### src/rtl/coin_balance_ctrl.sv
// coin_balance_ctrl: customer credit accumulator, inactivity timer
// and greedy one-coin-per-cycle change return for item_dispenser.
module coin_balance_ctrl #(
  parameter int kNumCoins   = 3,
  parameter int kTotalBits  = 31,
  parameter int kWaitTime   = 10,
  parameter int kMaxBalance = 10000
) (
  input  logic                  clk,
  input  logic                  reset,
  input  logic [kNumCoins-1:0]  i_input_coin,
  input  logic                  i_trigger_return,
  input  logic [kTotalBits-1:0] cost,
  output logic [kTotalBits-1:0] balance,
  output logic [kNumCoins-1:0]  o_return_coin,
  output logic                  o_coin_reject,
  output logic                  o_busy
);

  localparam logic [0:0] StIdle   = 1'b0;
  localparam logic [0:0] StReturn = 1'b1;

  localparam int kTimerBits = $clog2(kWaitTime + 1);

  localparam logic [kTotalBits-1:0] kMaxBal =
    kTotalBits'(kMaxBalance);
  localparam logic [kTimerBits-1:0] kTimerLoad =
    kTimerBits'(kWaitTime);
  localparam logic [kTimerBits-1:0] kTimerOne =
    kTimerBits'(1);

  // Face value of each denomination; unknown slots are worthless.
  function automatic logic [kTotalBits-1:0] coin_value(
    input int idx
  );
    logic [kTotalBits-1:0] v;
    case (idx)
      0:       v = kTotalBits'(100);
      1:       v = kTotalBits'(500);
      2:       v = kTotalBits'(1000);
      default: v = '0;
    endcase
    return v;
  endfunction

  logic [0:0]            state_q;
  logic [0:0]            state_d;
  logic [kTotalBits-1:0] bal_q;
  logic [kTotalBits-1:0] bal_d;
  logic [kTimerBits-1:0] timer_q;
  logic [kTimerBits-1:0] timer_d;

  logic [kTotalBits-1:0] ins_sum;
  logic [kTotalBits-1:0] ins_acc;
  logic [kTotalBits-1:0] sum_raw;
  logic [kTotalBits-1:0] ded;
  logic                  over_ceiling;
  logic                  activity;
  logic                  tick;
  logic                  go_return;
  logic                  reject;

  logic [kNumCoins-1:0]  ret_sel;
  logic [kTotalBits-1:0] ret_val;
  logic                  has_coin;

  // Total value of the coins presented this cycle.
  always_comb begin
    ins_sum = '0;
    for (int i = 0; i < kNumCoins; i++) begin
      if (i_input_coin[i]) begin
        ins_sum = ins_sum + coin_value(i);
      end
    end
  end

  // Largest denomination that still fits in the held credit.
  always_comb begin
    ret_sel  = '0;
    ret_val  = '0;
    has_coin = 1'b0;
    for (int i = 0; i < kNumCoins; i++) begin
      if (coin_value(i) != '0 &&
          coin_value(i) <= bal_q &&
          coin_value(i) > ret_val) begin
        ret_sel  = '0;
        ret_sel[i] = 1'b1;
        ret_val  = coin_value(i);
        has_coin = 1'b1;
      end
    end
  end

  // Credit bookkeeping, idle timer and return sequencing.
  always_comb begin
    state_d = state_q;
    bal_d   = bal_q;
    timer_d = timer_q;
    reject  = 1'b0;

    sum_raw      = bal_q + ins_sum;
    over_ceiling = sum_raw > kMaxBal;
    ins_acc      = over_ceiling ? '0 : ins_sum;
    // Overcharge cannot happen by contract; never underflow.
    ded          = (cost > bal_q) ? bal_q : cost;
    activity     = (ins_acc != '0) || (cost != '0);
    tick         = !activity && (bal_q != '0) &&
                   (timer_q != '0);
    go_return    = (bal_q != '0) &&
                   (i_trigger_return ||
                    (tick && timer_q == kTimerOne));

    unique case (state_q)
      StIdle: begin
        reject = over_ceiling && (ins_sum != '0);
        bal_d  = bal_q + ins_acc - ded;
        if (activity) begin
          timer_d = kTimerLoad;
        end else if (tick) begin
          timer_d = timer_q - kTimerOne;
        end
        if (go_return) begin
          state_d = StReturn;
          timer_d = '0;
        end
      end
      StReturn: begin
        reject  = |i_input_coin;
        timer_d = '0;
        if (!has_coin) begin
          // Residue smaller than any coin is forfeited.
          bal_d   = '0;
          state_d = StIdle;
        end else begin
          bal_d = bal_q - ret_val;
          if (ret_val == bal_q) begin
            state_d = StIdle;
          end
        end
      end
      default: begin
        state_d = StIdle;
        bal_d   = '0;
        timer_d = '0;
      end
    endcase
  end

  // State registers with synchronous reset.
  always_ff @(posedge clk) begin
    if (reset) begin
      state_q <= StIdle;
      bal_q   <= '0;
      timer_q <= '0;
    end else begin
      state_q <= state_d;
      bal_q   <= bal_d;
      timer_q <= timer_d;
    end
  end

  assign o_busy        = (state_q == StReturn);
  assign balance       = o_busy ? '0 : bal_q;
  assign o_return_coin = o_busy ? ret_sel : '0;
  assign o_coin_reject = reject;

endmodule

### config.mk
export PLATFORM = sky130hd
export DESIGN_NAME = coin_balance_ctrl
export DESIGN_NICKNAME = d
export VERILOG_FILES = /design/src/rtl/coin_balance_ctrl.sv
export SDC_FILE = /design/constraint.sdc
export NUM_CORES = 1
export LEC_CHECK = 0
export ABC_AREA = 1
export CORE_ASPECT_RATIO = 1.5
export CORE_MARGIN = 5
export CORE_UTILIZATION = 25
export DETAILED_ROUTE_END_ITERATION = 6
export SKIP_CTS_REPAIR_TIMING = 1
export SYNTH_ARGS = -nofsm -noshare
export SYNTH_HDL_FRONTEND = slang
export SYNTH_SLANG_ARGS = --single-unit
export TNS_END_PERCENT = 1
### constraint.sdc
create_clock -name clk -period 6.3 [get_ports clk]
set_clock_uncertainty 0.05 [all_clocks]
set_input_delay 0.63 -clock clk [delete_from_list [all_inputs] [get_ports clk]]
set_output_delay 0.63 -clock clk [all_outputs]
set_load 0.05 [all_outputs]
==> results of run 1 <==
==> how the worst max path moves through the flow <==
stage | from | endpoint | slack [ns] | depth (start not counted)
2_1_floorplan | i_input_coin[0] | bal_q[25] | 0.78 | 36
5_1_grt | i_input_coin[0] | bal_q[29] | -0.08 | 40
4_1_cts | i_input_coin[0] | bal_q[23] | -0.08 | 36
3_3_place_gp | i_input_coin[1] | bal_q[23] | -0.28 | 36
3_5_place_dp | i_input_coin[1] | bal_q[23] | -0.38 | 36
6_report | i_input_coin[0] | bal_q[23] | 0.33 | 38
==> synthesized netlist by cell type (all sizes together) <==
cell type,instances,area (sq um)
nand4,33,219
o31ai,1,7.51
o221a,1,11.3
clkbuf,18,71.3
inv,185,694
o21ai,67,335
buf,10,57.6
o21bai,2,15.0
o221ai,2,17.5
nand3b,9,67.6
a211oi,2,15.0
dfxtp,36,721
o41ai,1,27.5
ha,105,1310
clkinv,1,3.75
a31oi,7,43.8
nand2,323,1250
nand3,91,505
xnor2,8,70.1
a21o,1,7.51
nor4,16,100
a41oi,1,8.76
a21oi,131,663
fa,12,240
a21boi,1,7.51
o22ai,1,6.26
nor3b,1,7.51
nor2,197,787
a31o,1,8.76
o21a,5,37.5
a221oi,3,26.3
nor3,20,115
or2,13,83.8
xor2,17,149
o211ai,2,15.0
==> worst max-delay path: cells and delay by family <==
kind	cells	cell delay, ns
AND/OR/NAND/NOR	19	1.91
adder cells (fa/ha/maj)	4	1.27
AO/OA/AOI/OAI	9	1.15
buffers and inverters	6	1.11
==> metal layers <==
layer | track usage [%] | part of all wire, %
met1 | 19.0 | 38
met4 | 9.52 | 5.7
met2 | 33.5 | 52
met5 | 0 | 0
met3 | 1.50 | 3.8
==> power by group through the flow <==
stage                     clock [mW]  sequential, mW  combinational, mW
after floorplan                    0           0.401               2.86
after detailed placement           0           0.502               4.31
after CTS                      0.309           0.497               4.34
final                          0.306           0.509               4.58
after global routing           0.315           0.519               5.09
after global placement             0           0.501               4.29
==> sequential cells by signal, indices dropped and copies added (netlist names) <==
register and count:
bal_q 31, timer_q 4, o_busy 1
==> layout make-up <==
type	instances	area, sq um	share of cell area [%]
Timing Repair Buffer	191	1620	15.8
Clock inverter	3	42.5	0.416
Sequential cell	36	722	7.06
Multi-Input combinational cell	1074	6520	63.8
Clock buffer	5	125	1.22
Tap cell	400	500	4.89
Inverter	186	698	6.83
==> kinds of logic after synthesis <==
kind of cell             after synthesis  synth area share (%)
XOR/XNOR                              25                  2.84
flip-flops                            36                  9.34
AND/OR/NAND/NOR                      703                  40.7
adder cells (fa/ha/maj)              117                  20.1
buffers and inverters                214                  10.7
AO/OA/AOI/OAI                        229                  16.3
==> results.py, run 1 <==
metrics = {
    "outcome": {
        "status": "finished, final reports clean",
    },
    "worst_setup_path": {
        "cp.arrival_ns": 6.09,
        "rr_endpoint": "bal_q[27]",
        "worstSetupPathType": "primary input to flop",
        "crit_top_cell": "nand2_1",
        "rrSetupSlack_ns": 0.93,
        "worstPathRequired_ns": 6.42,
        "critPathMaxFanout": 4,
        "r2r-start": "bal_q[4]",
        "start_kind": "primary input",
        "crit_slowest_cell": "fa_1",
        "max_stage_delay_ns": 0.46,
        "r2r_cells": 24,
        "end_kind": "flop",
    },
    "sta": {
        "setup_viol": 0,
        "slew_headroom_pct": 38.0,
        "finalSetupTns_ns": 0,
        "final.min_clock_period_ns": 5.97,
        "setup_ws_ns": 0.330,
        "final_hold_viol_count": 0,
        "max_freq_ghz": 0.167,
        "slew_viol_final": 0,
        "tightestPinTransition_ns": 0.929,
        "period_share_pct": 94.8,
        "whs_ns": 0.465,
    },
    "synth": {
        "synthesis.instances": 1324,
        "yosys_warnings": 0,
        "synth_cell_types": 49,
        "synth_sequential_area_ratio_pct": 9.34,
        "synth.avg_cell_area_sq_um": 5.83,
        "ys_seq_elements": 36,
        "synth_area_sq_mm": 0.00771,
        "syn_nets": 1478,
    },
    "routing": {
        "via_per_inst": 4.93,
        "detail-route-antenna-nets": 0,
        "first_pass_iters": 6,
        "drt_iter0_drc": 680,
        "drc": 0,
        "num_vias": 9350,
        "wire_per_inst_um": 16.6,
        "drt_wl_total_um": 31500,
    },
    "die": {
        "core_region_area_sq_mm": 0.0304,
        "io_pins": 73,
        "die_h_um": 225,
        "die-area_sq_mm": 0.0345,
        "dieWidth_um": 153,
        "num_rows": 78,
        "start_util_pct": 25.4,
    },
    "worst_hold_path": {
        "min_to": "bal_q[1]",
        "min_from": "bal_q[1]",
        "holdPathStages": 2,
        "hp-class": "flop to flop",
    },
    "grt": {
        "grt_util_all_layers_pct": 17.5,
        "first_global_vias": 9326,
        "grt_pass1_wl_um": 48400,
        "grt_overflow_total": 0,
        "grt_max_degree": 49,
        "antenna_found_initial": 0,
    },
    "pwr": {
        "p_leak_nw": 4.91,
        "power_density_mw_per_mm2": 527,
        "switchingPower_mw": 3.04,
        "switching_share_pct": 56.5,
        "vdd_drop_max_mv": 0.144,
        "p_clk_share_pct": 5.7,
        "p_seq_share_pct": 9.4,
        "p_int_mw": 2.35,
        "finalPower_mw": 5.39,
        "combPwrFrac_pct": 84.9,
    },
    "clocking": {
        "clockBufferDepth": 2,
        "htreeDepth": 2,
        "tritoncts": "done",
        "clk_pin_slew_ns": 0.07,
        "cts.sinks": 36,
        "insertion_delay_ns": 0.30,
        "cts_buffers": 5,
        "cts_root_buf": "clkbuf_16",
    },
    "flow_run": {
        "maxCapViolCount": 0,
    },
    "finish": {
        "antennaDiodeCount": 0,
        "area_growth_pct": 32.6,
        "nFillCells": 3301,
        "layout.nets": 1648,
        "fin_cells": 1895,
        "layout_commonest_cell": "nand2_1",
        "final_cell_area_sq_mm": 0.0102,
        "fin_util_pct": 33.7,
        "final_cell_mix": "290 x nand2_1, 173 x inv_1, 172 x nor2_1",
        "layout-drive-gt1-share_pct": 17.3,
    },
    "place": {
        "pre_cts_ws_ns": -0.384,
        "place.gp.congestion": 0.945,
        "placed_cells": 1883,
        "dpl_cell_area_sq_mm": 0.00967,
        "io_buffers": 72,
        "dpl.hpwl_um": 26400,
    },
}
(Power assumes the default switching activity.)
==> inputs of run 2 (changes only) <==
--- a/config.mk
+++ b/config.mk
@@ -5,7 +5,6 @@
 export SDC_FILE = /design/constraint.sdc
 export NUM_CORES = 1
 export LEC_CHECK = 0
-export ABC_AREA = 1
 export CORE_ASPECT_RATIO = 1.5
 export CORE_MARGIN = 5
 export CORE_UTILIZATION = 25
==> constraint.sdc (replaced) <==
create_clock -name clk -period 5.21 [get_ports clk]
set_clock_uncertainty 0.05 [all_clocks]
set_input_delay 0.521 -clock clk [delete_from_list [all_inputs] [get_ports clk]]
set_output_delay 0.521 -clock clk [all_outputs]
set_load 0.05 [all_outputs]
==> results.py, run 2 <==
metrics = {
    "outcome": {
        "status": "complete, but fails checks",
        "violations": "negative setup slack",
    },
    "routing": {
        "wire_per_inst_um": 16.9,
        "drt_wl_total_um": 25300,
        "num_vias": 7604,
        "drc": 0,
        "drt_iter0_drc": 398,
        "first_pass_iters": 5,
        "via_per_inst": 5.08,
        "detail-route-antenna-nets": 0,
    },
    "worst_hold_path": {
        "hp-class": "flop to flop",
        "min_from": "timer_q[3]",
        "min_to": "timer_q[3]",
        "holdPathStages": 2,
    },
    "finish": {
        "antennaDiodeCount": 0,
        "final_cell_mix": "242 x buf_4, 114 x nor2_1, 97 x ha_1",
        "largest_register_ffs": 31,
        "fin_util_pct": 37.9,
        "area_growth_pct": 50.5,
        "layout_commonest_cell": "buf_4",
        "layout.nets": 1317,
        "largest-register": "bal_q",
        "layout-drive-gt1-share_pct": 26.8,
    },
    "pwr": {
        "combPwrFrac_pct": 88.5,
        "p_leak_nw": 4.41,
        "finalPower_mw": 6.68,
        "vdd_drop_max_mv": 0.314,
        "p_clk_share_pct": 4.6,
        "p_int_mw": 3.39,
        "switching_share_pct": 49.2,
        "p_seq_share_pct": 6.9,
        "switchingPower_mw": 3.29,
        "power_density_mw_per_mm2": 688,
    },
    "die": {
        "die_h_um": 207,
        "start_util_pct": 25.2,
        "num_rows": 72,
        "dieWidth_um": 141,
        "die-area_sq_mm": 0.0292,
        "core_region_area_sq_mm": 0.0256,
        "io_pins": 73,
    },
    "synth": {
        "syn_nets": 1028,
        "synth_area_sq_mm": 0.00645,
        "async_flop_share_pct": 0,
        "yosysTopAreaCell": "ha_1",
        "yosys_warnings": 0,
        "synth_most_common_cell": "nor2_1",
        "synth.avg_cell_area_sq_um": 7.38,
        "synth_commonest_cells": "116 x nor2_1, 105 x ha_1, 78 x a21oi_1",
        "ys_seq_elements": 36,
        "netlist.area_leader.share_pct": 20.4,
        "synthesis.instances": 874,
        "synth_enable_flop_cells": 0,
        "synth_flop_cell": "dfxtp_1",
        "synth_cell_types": 79,
        "netlist_top_cells_area": "ha_1 20%, dfxtp_1 11%, nor2_1 6.8%, a21oi_1 6.1%, xnor2_1 5.0%",
        "synth_sequential_area_ratio_pct": 11.2,
    },
    "sta": {
        "max_freq_ghz": 0.157,
        "period_share_pct": 122,
        "final.min_clock_period_ns": 6.35,
        "setup_viol": 25,
        "final_hold_viol_count": 0,
        "setup_ws_ns": -1.14,
        "slew_headroom_pct": 44.3,
        "slew_viol_final": 0,
        "whs_ns": 0.529,
        "rsz0062_at_grt": "yes",
        "tightestPinTransition_ns": 0.827,
    },
    "worst_setup_path": {
        "r2r_cells": 24,
        "start_kind": "primary input",
        "crit_slowest_cell": "fa_1",
        "worstSetupPathType": "primary input to flop",
        "worstPathRequired_ns": 5.31,
        "critPathMaxFanout": 5,
        "rr_endpoint": "bal_q[29]",
        "cp.arrival_ns": 6.46,
        "crit_top_cell": "buf_4",
        "r2r-start": "bal_q[2]",
        "max_stage_delay_ns": 0.44,
        "rrSetupSlack_ns": -0.76,
        "end_kind": "flop",
    },
    "grt": {
        "grt_pass1_wl_um": 38800,
        "grt_overflow_total": 0,
        "first_global_vias": 7655,
        "grt_max_degree": 37,
        "grt_util_all_layers_pct": 16.8,
        "antenna_found_initial": 1,
    },
    "clocking": {
        "insertion_delay_ns": 0.29,
        "clockBufferDepth": 2,
        "clk_pin_slew_ns": 0.06,
        "cts_buffers": 5,
        "cts.sinks": 36,
        "htreeDepth": 2,
        "tritoncts": "done",
        "cts_root_buf": "clkbuf_16",
    },
    "place": {
        "place.gp.congestion": 0.942,
        "dpl.hpwl_um": 21500,
        "pre_cts_ws_ns": -1.98,
        "io_buffers": 72,
    },
    "flow_run": {
        "maxCapViolCount": 0,
    },
}
[run 2: kinds of logic after synthesis]
group                      Yosys count  share of synthesized area (%)
and+or+nand+nor                    309                           24.3
AOI/OAI and AO/OA                  250                           25.9
adders and majority gates          117                           24.1
buffers and inverters               99                           5.92
xor gates and xnor gates            60                           8.15
DFF                                 36                           11.2
muxes                                3                          0.485
[run 2: stage by stage]
step	setup TNS, ns	instance area [sq um]	instances
finish	-18.03	9710	1496
global route	-24.80	9710	1496
CTS	-31.22	9500	1492
detailed placement	-39.76	9370	1485
global placement	-36.74	9370	1485
floorplan	-13.04	6580	874
[run 2: how the worst max path moves through the flow]
stage	start	to	slack (ns)	depth (start not counted)
3_5_place_dp	i_input_coin[0]	bal_q[29]	-1.98	26
3_3_place_gp	i_input_coin[0]	bal_q[29]	-1.87	27
4_1_cts	i_input_coin[0]	bal_q[29]	-1.68	26
6_report	i_input_coin[0]	bal_q[29]	-1.14	26
2_1_floorplan	i_input_coin[0]	bal_q[29]	-0.97	25
5_1_grt	i_input_coin[0]	bal_q[29]	-1.42	28
[run 2: power by group through the flow]
stage	clock network [mW]	logic (mW)	registers [mW]
floorplan	0	3.43	0.493
global placement	0	5.61	0.468
detailed placement	0	5.68	0.466
CTS	0.312	5.72	0.462
global route	0.325	6.45	0.471
finish	0.309	5.91	0.461
[run 2: layout make-up]
cell class                 count  area, sq um
fill                        2695        15900
clock buffer                   6          129
multi-input combinational    739         5660
sequential                    36          722
clock inverter                 1         5.00
timing repair buffer         312         2510
tap                          333          417
inverter                      69          263
[run 2: layer usage]
layer  track usage [%]  wire length (um)
met3              2.03              1090
met2              31.5             13000
met4              10.4              1620
met1              17.6              9530
met5                 0                 0
[run 2: worst max-delay path, delay by kind of cell]
family,cells,cell delay [ns]
buffers and inverters,4,0.57
AND/OR/NAND/NOR,3,0.71
adder cells (fa/ha/maj),4,1.44
AO/OA/AOI/OAI,13,2.86
XOR/XNOR,2,0.34
==> inputs of run 3 (changes only) <==
--- a/config.mk
+++ b/config.mk
@@ -8,6 +8,7 @@
 export CORE_ASPECT_RATIO = 1.5
 export CORE_MARGIN = 5
 export CORE_UTILIZATION = 25
+export CTS_CLUSTER_DIAMETER = 30
 export DETAILED_ROUTE_END_ITERATION = 6
 export SKIP_CTS_REPAIR_TIMING = 1
 export SYNTH_ARGS = -nofsm -noshare
==> results of run 3 <==
No change in the layout: final DEF, timing and power equal those of run 2.
